**src/rtl/mem_port_arbiter.sv**
```systemverilog
// mem_port_arbiter: shares a single memory port between instruction fetch and
// the load/store unit. Only one transaction is outstanding at a time. The
// winning request is held on the port until it is granted, and the response is
// routed back to the requester that owns it. A streak counter stops a stream
// of LSU requests from starving fetch.
module mem_port_arbiter #(
    parameter int XLEN           = 32,
    parameter int MAX_LSU_STREAK = 4
) (
    input  logic            clk,
    input  logic            reset_n,
    // instruction fetch side
    input  logic            ifu_req_i,
    input  logic [XLEN-1:0] ifu_adr_i,
    input  logic            ifu_flush_i,
    output logic            ifu_gnt_o,
    output logic            ifu_rvalid_o,
    output logic [XLEN-1:0] ifu_rdata_o,
    // load/store side
    input  logic            lsu_req_i,
    input  logic [XLEN-1:0] lsu_adr_i,
    input  logic            lsu_we_i,
    input  logic [2:0]      lsu_size_i,
    input  logic [XLEN-1:0] lsu_wdata_i,
    output logic            lsu_gnt_o,
    output logic            lsu_rvalid_o,
    output logic [XLEN-1:0] lsu_rdata_o,
    // memory port
    output logic            mem_req_o,
    output logic [XLEN-1:0] mem_adr_o,
    output logic            mem_we_o,
    output logic [3:0]      mem_be_o,
    output logic [XLEN-1:0] mem_wdata_o,
    input  logic            mem_gnt_i,
    input  logic            mem_rvalid_i,
    input  logic [XLEN-1:0] mem_rdata_i,
    output logic            busy_o
);

    localparam int SW = $clog2(MAX_LSU_STREAK + 1);
    localparam logic [SW-1:0] STREAK_MAX = SW'(MAX_LSU_STREAK);
    localparam logic OWN_IFU = 1'b0;
    localparam logic OWN_LSU = 1'b1;

    typedef enum logic [1:0] {
        IDLE  = 2'd0,
        ISSUE = 2'd1,
        WAIT  = 2'd2
    } state_t;

    state_t         state_q, state_d;
    logic           owner_q, owner_d;
    logic [SW-1:0]  streak_q, streak_d;
    logic           drop_q, drop_d;

    logic           req;        // request on the memory port this cycle
    logic           sel_lsu;    // requester currently driving the port
    logic [3:0]     be_base;
    logic [3:0]     lsu_be;
    logic [XLEN-1:0] lsu_wdata_aligned;
    logic           rsp_valid;

    // Bit 2 of the size only carries sign information for the LSU.
    logic           unused_size_bit;
    assign unused_size_bit = lsu_size_i[2];

    // Pick the requester that drives the port: arbitrate in IDLE, else keep the latched owner.
    always_comb begin
        req     = 1'b0;
        sel_lsu = OWN_IFU;
        case (state_q)
            IDLE: begin
                req     = ifu_req_i | lsu_req_i;
                sel_lsu = lsu_req_i & ~((streak_q == STREAK_MAX) & ifu_req_i);
            end
            ISSUE: begin
                req     = 1'b1;
                sel_lsu = owner_q;
            end
            default: begin
                req     = 1'b0;
                sel_lsu = owner_q;
            end
        endcase
    end

    // Byte-enable pattern from the access size, before lane alignment.
    always_comb begin
        be_base = 4'b1111;
        case (lsu_size_i[1:0])
            2'b00:   be_base = 4'b0001;
            2'b01:   be_base = 4'b0011;
            default: be_base = 4'b1111;
        endcase
    end

    // Enables and data that straddle the word boundary are simply cut off;
    // misaligned accesses trap in execute before they reach this block.
    assign lsu_be            = be_base << lsu_adr_i[1:0];
    assign lsu_wdata_aligned = lsu_wdata_i << {lsu_adr_i[1:0], 3'b000};

    assign mem_req_o   = req;
    assign mem_adr_o   = !req ? '0 : (sel_lsu ? lsu_adr_i : ifu_adr_i);
    assign mem_we_o    = req & sel_lsu & lsu_we_i;
    assign mem_be_o    = !req ? 4'b0000 : (sel_lsu ? lsu_be : 4'b1111);
    assign mem_wdata_o = (req & sel_lsu) ? lsu_wdata_aligned : '0;

    assign ifu_gnt_o = req & mem_gnt_i & ~sel_lsu;
    assign lsu_gnt_o = req & mem_gnt_i & sel_lsu;

    // A response outside WAIT is a protocol error and is ignored.
    assign rsp_valid    = (state_q == WAIT) & mem_rvalid_i;
    assign ifu_rvalid_o = rsp_valid & (owner_q == OWN_IFU) & ~drop_q & ~ifu_flush_i;
    assign lsu_rvalid_o = rsp_valid & (owner_q == OWN_LSU);
    assign ifu_rdata_o  = ifu_rvalid_o ? mem_rdata_i : '0;
    assign lsu_rdata_o  = lsu_rvalid_o ? mem_rdata_i : '0;

    assign busy_o = (state_q != IDLE);

    // Next state, owner, flush-drop flag and LSU streak counter.
    always_comb begin
        state_d  = state_q;
        owner_d  = owner_q;
        drop_d   = drop_q;
        streak_d = streak_q;

        case (state_q)
            IDLE: begin
                drop_d = ifu_gnt_o & ifu_flush_i;
                if (req) begin
                    owner_d = sel_lsu;
                    state_d = mem_gnt_i ? WAIT : ISSUE;
                end
            end
            ISSUE: begin
                if ((owner_q == OWN_IFU) && ifu_flush_i) begin
                    drop_d = 1'b1;
                end
                if (mem_gnt_i) begin
                    state_d = WAIT;
                end
            end
            WAIT: begin
                if (mem_rvalid_i) begin
                    state_d = IDLE;
                    drop_d  = 1'b0;
                end else if ((owner_q == OWN_IFU) && ifu_flush_i) begin
                    drop_d = 1'b1;
                end
            end
            default: begin
                state_d = IDLE;
                drop_d  = 1'b0;
            end
        endcase

        // LSU grants only count against fetch while fetch is actually waiting.
        if (lsu_gnt_o && ifu_req_i && (streak_q != STREAK_MAX)) begin
            streak_d = streak_q + SW'(1);
        end
        if (ifu_gnt_o) begin
            streak_d = '0;
        end
    end

    // State registers; reset abandons any transaction in flight.
    always_ff @(posedge clk or negedge reset_n) begin
        if (!reset_n) begin
            state_q  <= IDLE;
            owner_q  <= OWN_IFU;
            streak_q <= '0;
            drop_q   <= 1'b0;
        end else begin
            state_q  <= state_d;
            owner_q  <= owner_d;
            streak_q <= streak_d;
            drop_q   <= drop_d;
        end
    end

endmodule

```
**config.mk**
```make
export PLATFORM = sky130hd
export DESIGN_NAME = mem_port_arbiter
export DESIGN_NICKNAME = d
export VERILOG_FILES = /design/src/rtl/mem_port_arbiter.sv
export SDC_FILE = /design/constraint.sdc
export NUM_CORES = 1
export LEC_CHECK = 0
export CELL_PAD_IN_SITES_DETAIL_PLACEMENT = 0
export CELL_PAD_IN_SITES_GLOBAL_PLACEMENT = 2
export CORE_MARGIN = 2
export CORE_UTILIZATION = 14
export CTS_CLUSTER_DIAMETER = 100
export DETAILED_ROUTE_END_ITERATION = 8
export PLACE_DENSITY = 0.92
export SETUP_SLACK_MARGIN = 0.05
export SLEW_MARGIN = 0
export SYNTH_ARGS = -nofsm -noshare
export SYNTH_HDL_FRONTEND = slang
export SYNTH_SLANG_ARGS = --single-unit
```
**constraint.sdc**
```tcl
create_clock -name clk -period 2.69 [get_ports clk]
set_input_delay 0.4035 -clock clk [delete_from_list [all_inputs] [get_ports clk]]
set_output_delay 0.4035 -clock clk [all_outputs]
set_load 0.05 [all_outputs]
```
* Yosys cells after proc, flatten, opt, wreduce, memory -nomap -nowiden
Index checks and enable logic that the tools add are counted.
** Storage, ports and cells
- Bits in latches :: 0
- Flip-flop bits (word level) :: 7
- Memory bits (writable) :: 0
- Memories kept :: 0
- Output and inout port bits :: 139
- Logic and storage cells :: 63
- Bits of input ports :: 139
- Bits in read-only memories :: 0
** Operators by class
- Bitwise operators :: 19
- Multiplexer cells :: 20
- Equality and inequality tests :: 8
- Magnitude comparators :: 0
- Shift-type cells :: 2
- $mul :: 0
- $add $sub $neg :: 1
- Reductions and logical operators :: 9
- Div/mod/pow operators :: 0
** Operator list (number)
- 2-to-1 mux 32 bit :: 5
- << shifter 32 x 5 -> 32 bit :: 1
- bitwise AND 1 bit :: 13
- 2-to-1 mux 2 bit :: 4
- 2-to-1 mux 4 bit :: 2
- case mux 4 bit (2 select lines) :: 1
- 2-to-1 mux 3 bit :: 2
- != test 2 bit, second input constant :: 3
- case mux 2 bit (3 select lines) :: 1
- NOT 1 bit :: 5
- == test 2 x 1 -> 1 bit, second input constant :: 2
- logical NOT 2 bit :: 2
- nonzero test 2 bit :: 2
- << shifter 4 x 2 -> 4 bit :: 1
- adder 3 x 1 -> 3 bit, second input constant :: 1
- == test 3 bit, second input constant :: 1
- logical AND 1 bit :: 3
- 2-to-1 mux 1 bit :: 3
- != test 3 bit, second input constant :: 1
- case mux 1 bit (3 select lines) :: 1
- AND reduction 3 bit :: 1
- == test 2 bit, second input constant :: 1
- case mux 1 bit (2 select lines) :: 1
- AND reduction 2 bit :: 1
- bitwise OR 1 bit :: 1

* Depth between registers and ports, before layout
Gate-level depths: netlist of the first run.
- Depth in word-level cells :: 10
- Gate-level depth with buffers :: 7
- Depth with buffers taken out :: 5

* Worst setup path after synthesis of the first run
OpenSTA, ideal clock, no wires.
- Path type :: register to output
- Start :: register streak_q[0]
- End :: output port mem_wdata_o[24]
- Stages on the path, launching flop included :: 7
- Arrival time :: 3.426 ns
- Slack :: -1.140 ns
- Buffers on the path :: 1
- Cell sequence :: dfrtp_1 > inv_1 > ha_1 > nand3_1 > a31oi_4 > buf_4 > a2111oi_0
** Between the ends
- Longest elaborated chain between the ends :: 7
** Ends and longest elaborated chain
- start, declared :: line 53 : logic [SW-1:0] streak_q, streak_d;
- start signal, assigned :: line 176 : streak_q <= streak_d;
- == test 3 bit :: line 74 : sel_lsu = lsu_req_i & ~((streak_q == STREAK_MAX) & ifu_req_i);
- bitwise AND 1 bit :: line 74
- NOT 1 bit :: line 74
- bitwise AND 1 bit :: line 74
- 2-to-1 mux 1 bit :: line 71 : case (state_q)
- bitwise AND 1 bit :: line 106 : assign mem_wdata_o = (req & sel_lsu) ? lsu_wdata_aligned : '0;
- 2-to-1 mux 32 bit :: line 106
- end, declared :: line 33 : output logic [XLEN-1:0] mem_wdata_o,
Every way passes these cells.

* Worst setup path in the final report of the first run
- Start :: input port lsu_req_i
- End :: output port mem_wdata_o[30]
** Between the ends
- Longest elaborated chain between the ends :: 4
- Elaborated cells on any way between the ends :: 6
- Those cells by class :: mux (3); bitwise (3)
** Ends and longest elaborated chain
- start, declared :: line 20 : input logic lsu_req_i,
- bitwise OR 1 bit / bitwise AND 1 bit (equally long branches) :: line 73, 74
- case mux 1 bit (2 select lines) / 2-to-1 mux 1 bit (equally long branches) :: line 71
- bitwise AND 1 bit (*) :: line 106
- 2-to-1 mux 32 bit (*) :: line 106
Every way passes the cells marked *; elsewhere a longest branch is shown, timed or not.

==> out/results.ini, run 1 <==
[sta]
grt_setup_unrepaired=false
maxSlewViolCount=0
worst_slew_margin_rel_pct=60.9
hold-worst-slack_ps=450
fin_ws_ps=116
totalNegativeSetupSlack_ps=0
clock.fmax_mhz=389
finalCriticalPeriod_ps=2570
finalHoldViolations=0
max_slew.worst_pin.slew_ps=585
worst_clock_skew_ps=0.173
period_share_pct=95.7
report.final.setup_viol=0

[logic_synthesis]
synth_edf_count=0
syn_area_mm2=0.00256
synth_seq_cells=7
commonest_register_cell_after_synthesis=sky130_fd_sc_hd__dfrtp_1
postSynth.asyncResetShare_pct=100
synth_sequential_area_ratio_pct=6.85
ys_warn_count=0
post_synth_inst_count=346
yosys.cell_types.count=41
syn_avg_cell_area_um2=7.39
syn-num-nets=487

[floorplan]
die_x_um=139
rows=49
fp.coreArea_mm2=0.0180
initial_utilization_pct=14.2
floorplan.die.height_um=139
floorplan.io_pins=278
fp.dieArea_mm2=0.0194

[grt]
grt_max_degree=68
grt-ovfl-total=0
first_global_vias=3428
wire_length_of_the_first_global_routing_pass_um=19600
track_usage_pct=12.4
antenna_found_initial=0

[clock_tree]
htree_levels=1
cts_buffer_depth=2
cts.hold.buffers_added=0
clkSlewWorstSetupHoldPaths_ps=40
cts-buffers-inserted=3
clock_latency_ps=230
cts_tree=built
cts_root_buf=sky130_fd_sc_hd__clkbuf_16
tritoncts_num_sinks=7

[cells_and_area]
antenna-diode-count=0
syn_to_final_growth_pct=181
number_of_nets_in_the_layout=758
final_instance_count_without_filler_cells=845
ratio_of_cells_with_drive_above_1_in_the_final_layout_pct=35.2

[detailed_routing]
detail_route.first_pass.iterations=4
drtIter0Drc=131
detail_route.drc_violations=0
vias_per_cell=4.32
vias=3653
route.antenna.remaining_nets=0
wire_per_inst_um=15.5
finalWirelength_um=13100

[setup_path]
end_kind=output pin
cp_max_fo=13
cp_data_required_time_ps=2290
cp.arrival_ps=2170
worstSetupStartpointType=input pin
timing_worst_setup_path_type=input pin to output pin

[power_and_ir_drop]
power-per-cell-area_mw_per_mm2=484
vdd_ir_drop_max_mv=0.314
p_leak_nw=2.90

[placement]
preCtsSetupSlack_ps=-18.0
globalplace.congestion=0.768
number_of_buffers_inserted_by_port_buffering=276
placedCellCount=836
place.detailed.hpwl_um=10400

[run_status]
status=completed

[job]
timing.max_cap.violations=0

[min_path]
type_of_the_most_critical_hold_path=input pin to asynchronous set/reset pin

-- power by group --
group          total (W)  switching [W]  internal, W
logic            0.00306        0.00161      0.00145
clock network   0.000250      0.0000532     0.000197
registers       0.000175      0.0000385     0.000137
total            0.00348        0.00170      0.00178
-- flip-flops by register name (all words and copies together), names as in the netlist --
signal    cells
drop_q        1
owner_q       1
state_q       2
streak_q      3
-- cell usage in the layout (no fill, tap or decap), drive strengths merged --
master / count
buf: 170
a21oi: 3
nand3: 1
and4: 1
nor2b: 10
o21ai: 3
and2: 65
clkdlybuf4s50: 135
dlymetal6s2s: 1
nor2: 6
a2111oi: 8
or3: 1
a2bb2oi: 8
clkbuf: 6
o32ai: 1
ha: 2
and3: 3
nor4: 9
a31o: 2
a21o: 2
a22oi: 2
mux2i: 49
nand4b: 1
nand2: 13
dfrtp: 7
nand4: 1
nand3b: 65
nand2b: 1
inv: 6
a31oi: 3
nor3: 17
o21a: 2
or2: 2
a211oi: 10
-- cells in the mapped netlist, types with 3 or more instances --
cell | n | area share, %
sky130_fd_sc_hd__buf_2 | 20 | 3.9
sky130_fd_sc_hd__nor2b_1 | 10 | 2.4
sky130_fd_sc_hd__nor3_1 | 17 | 3.3
sky130_fd_sc_hd__nor2_1 | 5 | 0.73
sky130_fd_sc_hd__nand3b_1 | 65 | 19
sky130_fd_sc_hd__a211oi_1 | 9 | 2.6
sky130_fd_sc_hd__mux2i_1 | 49 | 19
sky130_fd_sc_hd__clkbuf_1 | 17 | 2.5
sky130_fd_sc_hd__o21ai_0 | 3 | 0.59
sky130_fd_sc_hd__nor4_2 | 3 | 1.5
sky130_fd_sc_hd__a2bb2oi_1 | 8 | 2.7
sky130_fd_sc_hd__a21oi_1 | 3 | 0.59
sky130_fd_sc_hd__and3_1 | 3 | 0.73
sky130_fd_sc_hd__nand2_1 | 13 | 1.9
sky130_fd_sc_hd__dfrtp_1 | 7 | 6.8
sky130_fd_sc_hd__a2111oi_0 | 6 | 2.1
sky130_fd_sc_hd__inv_1 | 6 | 0.88
sky130_fd_sc_hd__nor4_1 | 6 | 1.5
sky130_fd_sc_hd__and2_1 | 64 | 16
-- stage by stage --
stage	power [W]	instance area, um2	util (%)
global route	0.00365	7200	40.1
global placement	0.00306	6900	38.4
detailed placement	0.00307	6900	38.4
floorplan	0.00170	2650	-
CTS	0.00333	7000	38.9
finish	0.00348	7200	40.1
-- kinds of logic after synthesis --
family	after synthesis	share of synthesized area, %
AO/OA/AOI/OAI	44	14.4
AND/OR/NAND/NOR	196	49.7
adder cells (fa/ha/maj)	2	0.978
multiplexers	49	19.2
buffers and inverters	48	8.90
flip-flops	7	6.85
-- per-layer routing --
metal / track usage [%] / routed length [um] / vias up / share of wire, %
met5: 0 / 0 / - / 0
met4: 2.18 / 216 / 0 / 1.7
met3: 2.28 / 754 / 12 / 5.8
met2: 21.0 / 6550 / 154 / 50
met1: 16.5 / 5560 / 1690 / 43
li1: - / - / 1797 / -
-- area by class of cell --
type                            count  area (um2)
Tap cell                          229         287
Timing Repair Buffer              308        4270
Inverter                            6        22.5
Clock buffer                        4        78.8
Fill cell                        1721       10800
Multi-Input combinational cell    291        2360
Sequential cell                     7         176
-- worst max-delay path, cell delays in order --
cell,delay [ps]
sky130_fd_sc_hd__clkdlybuf4s50_1,480
sky130_fd_sc_hd__buf_4,140
sky130_fd_sc_hd__a31oi_4,100
sky130_fd_sc_hd__buf_12,150
sky130_fd_sc_hd__clkbuf_16,180
sky130_fd_sc_hd__buf_4,180
sky130_fd_sc_hd__a2111oi_2,330
sky130_fd_sc_hd__buf_12,200
-- worst paths after layout --
| path | from | slack (ps) | depth (start not counted) | to |
|---|---|---|---|---|
| worst max-delay path | lsu_req_i | 120 | 8 | mem_wdata_o[30] |
| worst min-delay path | reset_n | 450 | 1 | streak_q[0]$_DFFE_PN0P_ |
| worst max register to register | streak_q[0]$_DFFE_PN0P_ | 960 | 9 | streak_q[1]$_DFFE_PN0P_ |
| worst min register to register | drop_q$_DFF_PN0_ | 590 | 2 | drop_q$_DFF_PN0_ |
| max in group asynchronous | reset_n | 1970 | 1 | state_q[1]$_DFFE_PN0P_ |
| min in group clk | drop_q$_DFF_PN0_ | 590 | 2 | drop_q$_DFF_PN0_ |
-- what timing repair did --
item	in CTS	in global routing
setup buffers	0	3
cloned	0	2
pin swaps	0	1
resized for setup	4	20
setup endpoints to repair	56	89
Note: power is estimated with default switching activity, not from simulation.
==> inputs of run 2 (changes only) <==
--- a/config.mk
+++ b/config.mk
@@ -11,7 +11,7 @@
 export CORE_UTILIZATION = 14
 export CTS_CLUSTER_DIAMETER = 100
 export DETAILED_ROUTE_END_ITERATION = 8
-export PLACE_DENSITY = 0.92
+export PLACE_DENSITY = 0.86
 export SETUP_SLACK_MARGIN = 0.05
 export SLEW_MARGIN = 0
 export SYNTH_ARGS = -nofsm -noshare
==> run 2 against run 1 <==
Setup slack got worse by 28 ps. Die area is the same. Flip-flop and latch count did not move. First-iteration DRC count increased by 17%. Non-clock buffer count increased by 2. Clock power up 4%. Combinational power barely moved. Global-route usage up 0.63 points. Wire length grew 4.1%. Clock-buffer cell count unchanged. Clock skew grew 1.4 ps. Critical path type unchanged. Critical endpoint is now mem_adr_o[30]. Highest routed layer unchanged.
==> out/results.ini, run 2 (synthesis results as in run 1) <==
[cells_and_area]
number_of_nets_in_the_layout=760  ; +0.26%
final.fill_count=1704  ; -0.99%
final_cell_area_mm2=0.00725  ; +0.78%
antenna-diode-count=0  ; unchanged
largest_registers=streak_q x3, state_q x2
final_common_cell=sky130_fd_sc_hd__clkdlybuf4s50_1
syn_to_final_growth_pct=184
largest_register=streak_q
max_reg_flops=3  ; unchanged
multi_input_comb_area_mm2=0.00240  ; +1.9%
ratio_of_cells_with_drive_above_1_in_the_final_layout_pct=37.9  ; +2.6 points
seq_area_um2=176  ; unchanged
layout_common_cells=sky130_fd_sc_hd__clkdlybuf4s50_1, sky130_fd_sc_hd__buf_12, sky130_fd_sc_hd__nand3b_1

[job]
timing.max_cap.violations=0  ; unchanged

[setup_path]
cp_data_required_time_ps=2290  ; about the same
end_kind=output pin
cp_max_fo=27  ; +14
ff2ff_setup_slack_ps=1030  ; +70 ps
worstSetupStartpointType=input pin
rr_endpoint=streak_q[2]$_DFFE_PN0P_
r2r-start=streak_q[1]$_DFFE_PN0P_
cp.arrival_ps=2200  ; +30 ps
r2r_cells=7  ; -2
timing_worst_setup_path_type=input pin to output pin

[power_and_ir_drop]
vdd_ir_drop_max_mv=0.392  ; +25%
report.power.total_w=0.00350  ; +0.51%
power-per-cell-area_mw_per_mm2=483  ; -0.27%
p_leak_nw=2.86  ; -1.2%

[sta]
grt_setup_unrepaired=true
finalCriticalPeriod_ps=2600  ; +27.6 ps
finalHoldViolations=0  ; unchanged
hold-worst-slack_ps=434  ; -15.8 ps
worst_slew_margin_rel_pct=70.1  ; +9.2 points
period_share_pct=96.7  ; +1.0 points
worst_clock_skew_ps=1.58  ; +1.41 ps
report.final.setup_viol=0  ; unchanged
clock.fmax_mhz=384  ; -1.1%
max_slew.worst_pin.slew_ps=448  ; -137 ps
maxSlewViolCount=0  ; unchanged

[detailed_routing]
wire_per_inst_um=16.1  ; +3.8%
routed-wl-met3_um=906  ; +20%
drtIter0Drc=153  ; +17%
finalWirelength_um=13600  ; +4.1%
detail_route.first_pass.iterations=4  ; unchanged
detail_route.drc_violations=0  ; unchanged
highest_layer_used_for_signal_routing=met4
vias_per_cell=4.42  ; +2.2%
route.layer.met1.wl_um=5250  ; -5.7%
vias=3743  ; +2.5%
met2_wirelength_um=7220  ; +10%
route.antenna.remaining_nets=0  ; unchanged

[floorplan]
floorplan.io_pins=278  ; unchanged
initial_utilization_pct=14.2  ; unchanged
rows=49  ; unchanged
die_x_um=139  ; unchanged
floorplan.die.height_um=139  ; unchanged
fp.dieArea_mm2=0.0194  ; unchanged
fp.coreArea_mm2=0.0180  ; unchanged

[grt]
grt-ovfl-total=0  ; unchanged
antenna_found_initial=0  ; unchanged
track_usage_pct=13.0  ; +0.63 points
wire_length_of_the_first_global_routing_pass_um=20900  ; +6.7%
grt_max_degree=68  ; unchanged
first_global_vias=3702  ; +8.0%

[clock_tree]
cts-buffers-inserted=3  ; unchanged
tritoncts_num_sinks=7  ; unchanged
cts_tree=built
clkSlewWorstSetupHoldPaths_ps=40  ; about the same
clock_latency_ps=230  ; about the same
cts_root_buf=sky130_fd_sc_hd__clkbuf_16
cts_buffer_depth=2  ; unchanged
htree_levels=1  ; unchanged

[run_status]
status=completed

[placement]
number_of_buffers_inserted_by_port_buffering=276  ; unchanged
placedInstanceArea_mm2=0.00696  ; +0.94%
globalplace.congestion=0.816  ; +6.3%
place.detailed.hpwl_um=11200  ; +7.5%

[min_path]
type_of_the_most_critical_hold_path=input pin to asynchronous set/reset pin

## run 2: cell type report
type	count	area share, %
flip-flops and latches	7	2.43
clock buffers	4	1.09
repair buffers	310	59.1
well taps	229	3.95
inverters	6	0.310
multi-input cells	291	33.1
## run 2: power breakdown
group	switching, W	total, W	internal, W	leakage (nW)
combinational	0.00163	0.00307	0.00145	2.74
sequential	0.0000361	0.000173	0.000137	0.0885
clock	0.0000610	0.000259	0.000198	0.0382
total	0.00172	0.00350	0.00178	2.86
## run 2: worst max path at each step
stage,from,end,slack [ps],cells past startpoint
3_3_place_gp,lsu_req_i,lsu_gnt_o,-10,7
2_1_floorplan,streak_q[0]$_DFFE_PN0P_,mem_wdata_o[24],-470,6
4_1_cts,lsu_req_i,mem_wdata_o[31],20,6
3_5_place_dp,lsu_req_i,mem_wdata_o[26],-50,6
5_1_grt,ifu_req_i,mem_adr_o[30],30,7
6_report,ifu_req_i,mem_adr_o[30],90,7
## run 2: metal layers
layer,vias to the layer above,global-route usage (%)
met5,-,0
met4,0,2.50
met3,17,2.42
met2,163,24.2
met1,1761,15.6
li1,1802,-
## run 2: worst max-delay path, cell delays in order
cell	delay [ps]
sky130_fd_sc_hd__clkdlybuf4s50_1	560
sky130_fd_sc_hd__nand3_2	140
sky130_fd_sc_hd__a31oi_4	230
sky130_fd_sc_hd__buf_12	150
sky130_fd_sc_hd__buf_12	200
sky130_fd_sc_hd__mux2i_1	310
sky130_fd_sc_hd__buf_12	180
## run 2: timing repair
action,4_1_cts,5_1_grt
pin swaps,1,1
buffers inserted,0,3
gates cloned,0,1
endpoints found under the setup margin,51,111
hold buffers,0,0
resized for setup,17,16
hold endpoints to repair,0,0
## run 2: metrics by stage
stage / TNS (ps) / std cells / util (%) / worst slack (ps)
after CTS: 0 / 843 / 39.6 / 16.4
after global placement: -42.0 / 839 / 38.8 / -11.1
after global routing: 0 / 847 / 40.4 / 31.9
after detailed placement: -496 / 839 / 38.8 / -45.6
after floorplan: -2810 / 346 / - / -468
final: 0 / 847 / 40.4 / 88.7
==> inputs of run 3 (changes only) <==
==> constraint.sdc (replaced) <==
create_clock -name clk -period 2.69 [get_ports clk]
set_input_delay 0.6725 -clock clk [delete_from_list [all_inputs] [get_ports clk]]
set_output_delay 0.6725 -clock clk [all_outputs]
set_load 0.05 [all_outputs]
==> run 3 against run 2 <==
The flow now finishes with violations (negative setup slack). Clock skew is 2.8 ps higher. Combinational power is 36% higher. First-iteration DRC count is 14% lower. Maximum frequency is 4.6% lower. Global-route usage is 2.6 points higher. Non-clock buffer count is 79 higher. Flip-flop and latch count stayed put. Worst hold slack better by 180 ps. Clock-buffer cell count stayed put. Via count is 11% higher. Sequential power is 3% higher. Critical endpoint is now mem_wdata_o[24]. Highest routed layer unchanged.
==> out/results.ini, run 3 (synthesis results as in run 1) <==
[sta]
hold-worst-slack_ps=614  ; +180 ps
finalCriticalPeriod_ps=2730  ; +126 ps
grt_setup_unrepaired=true
finalHoldViolations=0  ; unchanged
maxSlewViolCount=0  ; unchanged
max_slew.worst_pin.slew_ps=430  ; -17.8 ps
clock.fmax_mhz=367  ; -4.6%
fin_ws_ps=-37.2  ; -126 ps
worst_slew_margin_rel_pct=71.2  ; +1.1 points
period_share_pct=101  ; +4.7 points
worst_clock_skew_ps=4.36  ; +2.78 ps
report.final.setup_viol=14  ; +14

[floorplan]
initial_utilization_pct=14.2  ; unchanged
fp.coreArea_mm2=0.0180  ; unchanged
floorplan.die.height_um=139  ; unchanged
fp.dieArea_mm2=0.0194  ; unchanged
rows=49  ; unchanged
die_x_um=139  ; unchanged
floorplan.io_pins=278  ; unchanged

[power_and_ir_drop]
vdd_ir_drop_max_mv=0.302  ; -23%
netSwitchingFraction_pct=45.6  ; -3.5 points
power_report.internal_total_w=0.00251  ; +41%
sequentialPowerShare_pct=3.9  ; -1.0 points
netSwitchingPower_w=0.00211  ; +22%
report.power.total_w=0.00462  ; +32%
pwr-share-clk_pct=5.7  ; -1.7 points
share_comb_of_total_power_pct=90.4  ; +2.7 points
power-per-cell-area_mw_per_mm2=505  ; +4.5%
p_leak_nw=3.59  ; +25%

[setup_path]
end_kind=output pin
cp.arrival_ps=2050  ; -150 ps
longest_individual_stage_delay_on_the_worst_path_ps=480  ; -80 ps
timing_worst_setup_path_type=input pin to output pin
cp_data_required_time_ps=2020  ; -270 ps
critical_path.slowest_cell=sky130_fd_sc_hd__or3_4
path_delay_family=simple AND/OR/NAND/NOR gates
worstSetupStartpointType=input pin
path_buf_inv=4  ; unchanged
cp_cell_sequence=buf_8 > or3_4 > nand2b_4 > clkbuf_16 > a2111oi_4 > buf_4 > buf_12
cp_max_fo=6  ; -78%

[cells_and_area]
layout_common_cells=sky130_fd_sc_hd__buf_12, sky130_fd_sc_hd__clkdlybuf4s50_1, sky130_fd_sc_hd__nand3b_1, sky130_fd_sc_hd__buf_4
ratio_of_cells_with_drive_above_1_in_the_final_layout_pct=55.4  ; +18 points
max_reg_flops=3  ; unchanged
final_common_cell=sky130_fd_sc_hd__buf_12
largest_registers=streak_q x3, state_q x2
number_of_nets_in_the_layout=839  ; +10%
syn_to_final_growth_pct=258
largest_register=streak_q
finish.utilization_pct=51.0  ; +11 points

[detailed_routing]
detail_route.first_pass.iterations=4  ; unchanged
vias_per_cell=4.47  ; +1.1%
route.antenna.remaining_nets=0  ; unchanged
wire_per_inst_um=18.3  ; +14%
finalWirelength_um=17000  ; +25%
vias=4146  ; +11%
detail_route.drc_violations=0  ; unchanged
drtIter0Drc=132  ; -14%

[grt]
grt-ovfl-total=0  ; unchanged
first_global_vias=4280  ; +16%
antenna_found_initial=2  ; +2
grt_max_degree=55  ; -19%
wire_length_of_the_first_global_routing_pass_um=24300  ; +16%
track_usage_pct=15.6  ; +2.6 points

[run_status]
failed_checks=negative setup slack
status=finished with violations

[clock_tree]
clock_latency_ps=240  ; about the same
cts-buffers-inserted=3  ; unchanged
cts_root_buf=sky130_fd_sc_hd__clkbuf_16
htree_levels=1  ; unchanged
clkSlewWorstSetupHoldPaths_ps=40  ; about the same
cts.hold.buffers_added=0  ; unchanged
cts_tree=built
cts_buffer_depth=2  ; unchanged
tritoncts_num_sinks=7  ; unchanged

[job]
timing.max_cap.violations=0  ; unchanged

[placement]
globalplace.congestion=0.843  ; +3.2%
number_of_buffers_inserted_by_port_buffering=276  ; unchanged
place.detailed.hpwl_um=11900  ; +6.2%

[min_path]
type_of_the_most_critical_hold_path=register to register

-- run 3: worst paths after layout --
path / start / to / slack, ps / depth (start not counted)
setup / recovery: ifu_req_i / mem_wdata_o[24] / -40 / 7
hold / removal: drop_q$_DFF_PN0_ / drop_q$_DFF_PN0_ / 610 / 2
setup reg to reg: streak_q[0]$_DFFE_PN0P_ / streak_q[2]$_DFFE_PN0P_ / 980 / 8
hold reg to reg: drop_q$_DFF_PN0_ / drop_q$_DFF_PN0_ / 610 / 2
max in group asynchronous: reset_n / state_q[1]$_DFFE_PN0P_ / 1710 / 1
min in group asynchronous: reset_n / streak_q[0]$_DFFE_PN0P_ / 710 / 1
-- run 3: cell type report --
class,instances,area (um2)
antenna,2,5.00
clock buffer,4,78.8
fill,1581,8800
inverter,6,27.5
multi-input combinational,291,3070
sequential,7,176
tap,229,287
timing repair buffer,389,5520
-- run 3: power by group through the flow --
stage / sequential (W) / combinational [W] / clock [W]
2_1_floorplan: 0.000158 / 0.00185 / 0
3_3_place_gp: 0.000171 / 0.00342 / 0
3_5_place_dp: 0.000173 / 0.00346 / 0
4_1_cts: 0.000176 / 0.00398 / 0.000257
5_1_grt: 0.000181 / 0.00435 / 0.000268
6_report: 0.000179 / 0.00418 / 0.000263
-- run 3: through the flow --
step / TNS, ps / instances / setup WS [ps] / area, um2
after floorplan: -7530 / 346 / -355 / 3070
after global placement: -29590 / 885 / -445 / 7950
after detailed placement: -32400 / 885 / -462 / 7950
after CTS: -903 / 912 / -60.5 / 8760
after global routing: -3130 / 928 / -122 / 9160
final: -257 / 928 / -37.2 / 9160
-- run 3: tightest hold or removal path, delay by kind of cell (launching register included) --
family | cells | cell delay (ps)
flip-flops | 1 | 380
AO/OA/AOI/OAI | 2 | 170
-- run 3: metal layers --
metal	vias up	GRT usage (%)	share of wire, %	wire length, um
li1	1979	-	-	-
met1	1999	18.8	40	6730
met2	155	28.9	54	9160
met3	13	2.90	5.4	926
met4	0	2.92	1.2	199
met5	-	0	0	0
-- run 3: what timing repair did --
action / in CTS / in global routing
pin swaps: 13 / 12
gates resized for setup: 111 / 51
cloned: 10 / 8
setup endpoints to repair: 137 / 131
setup buffers: 13 / 9
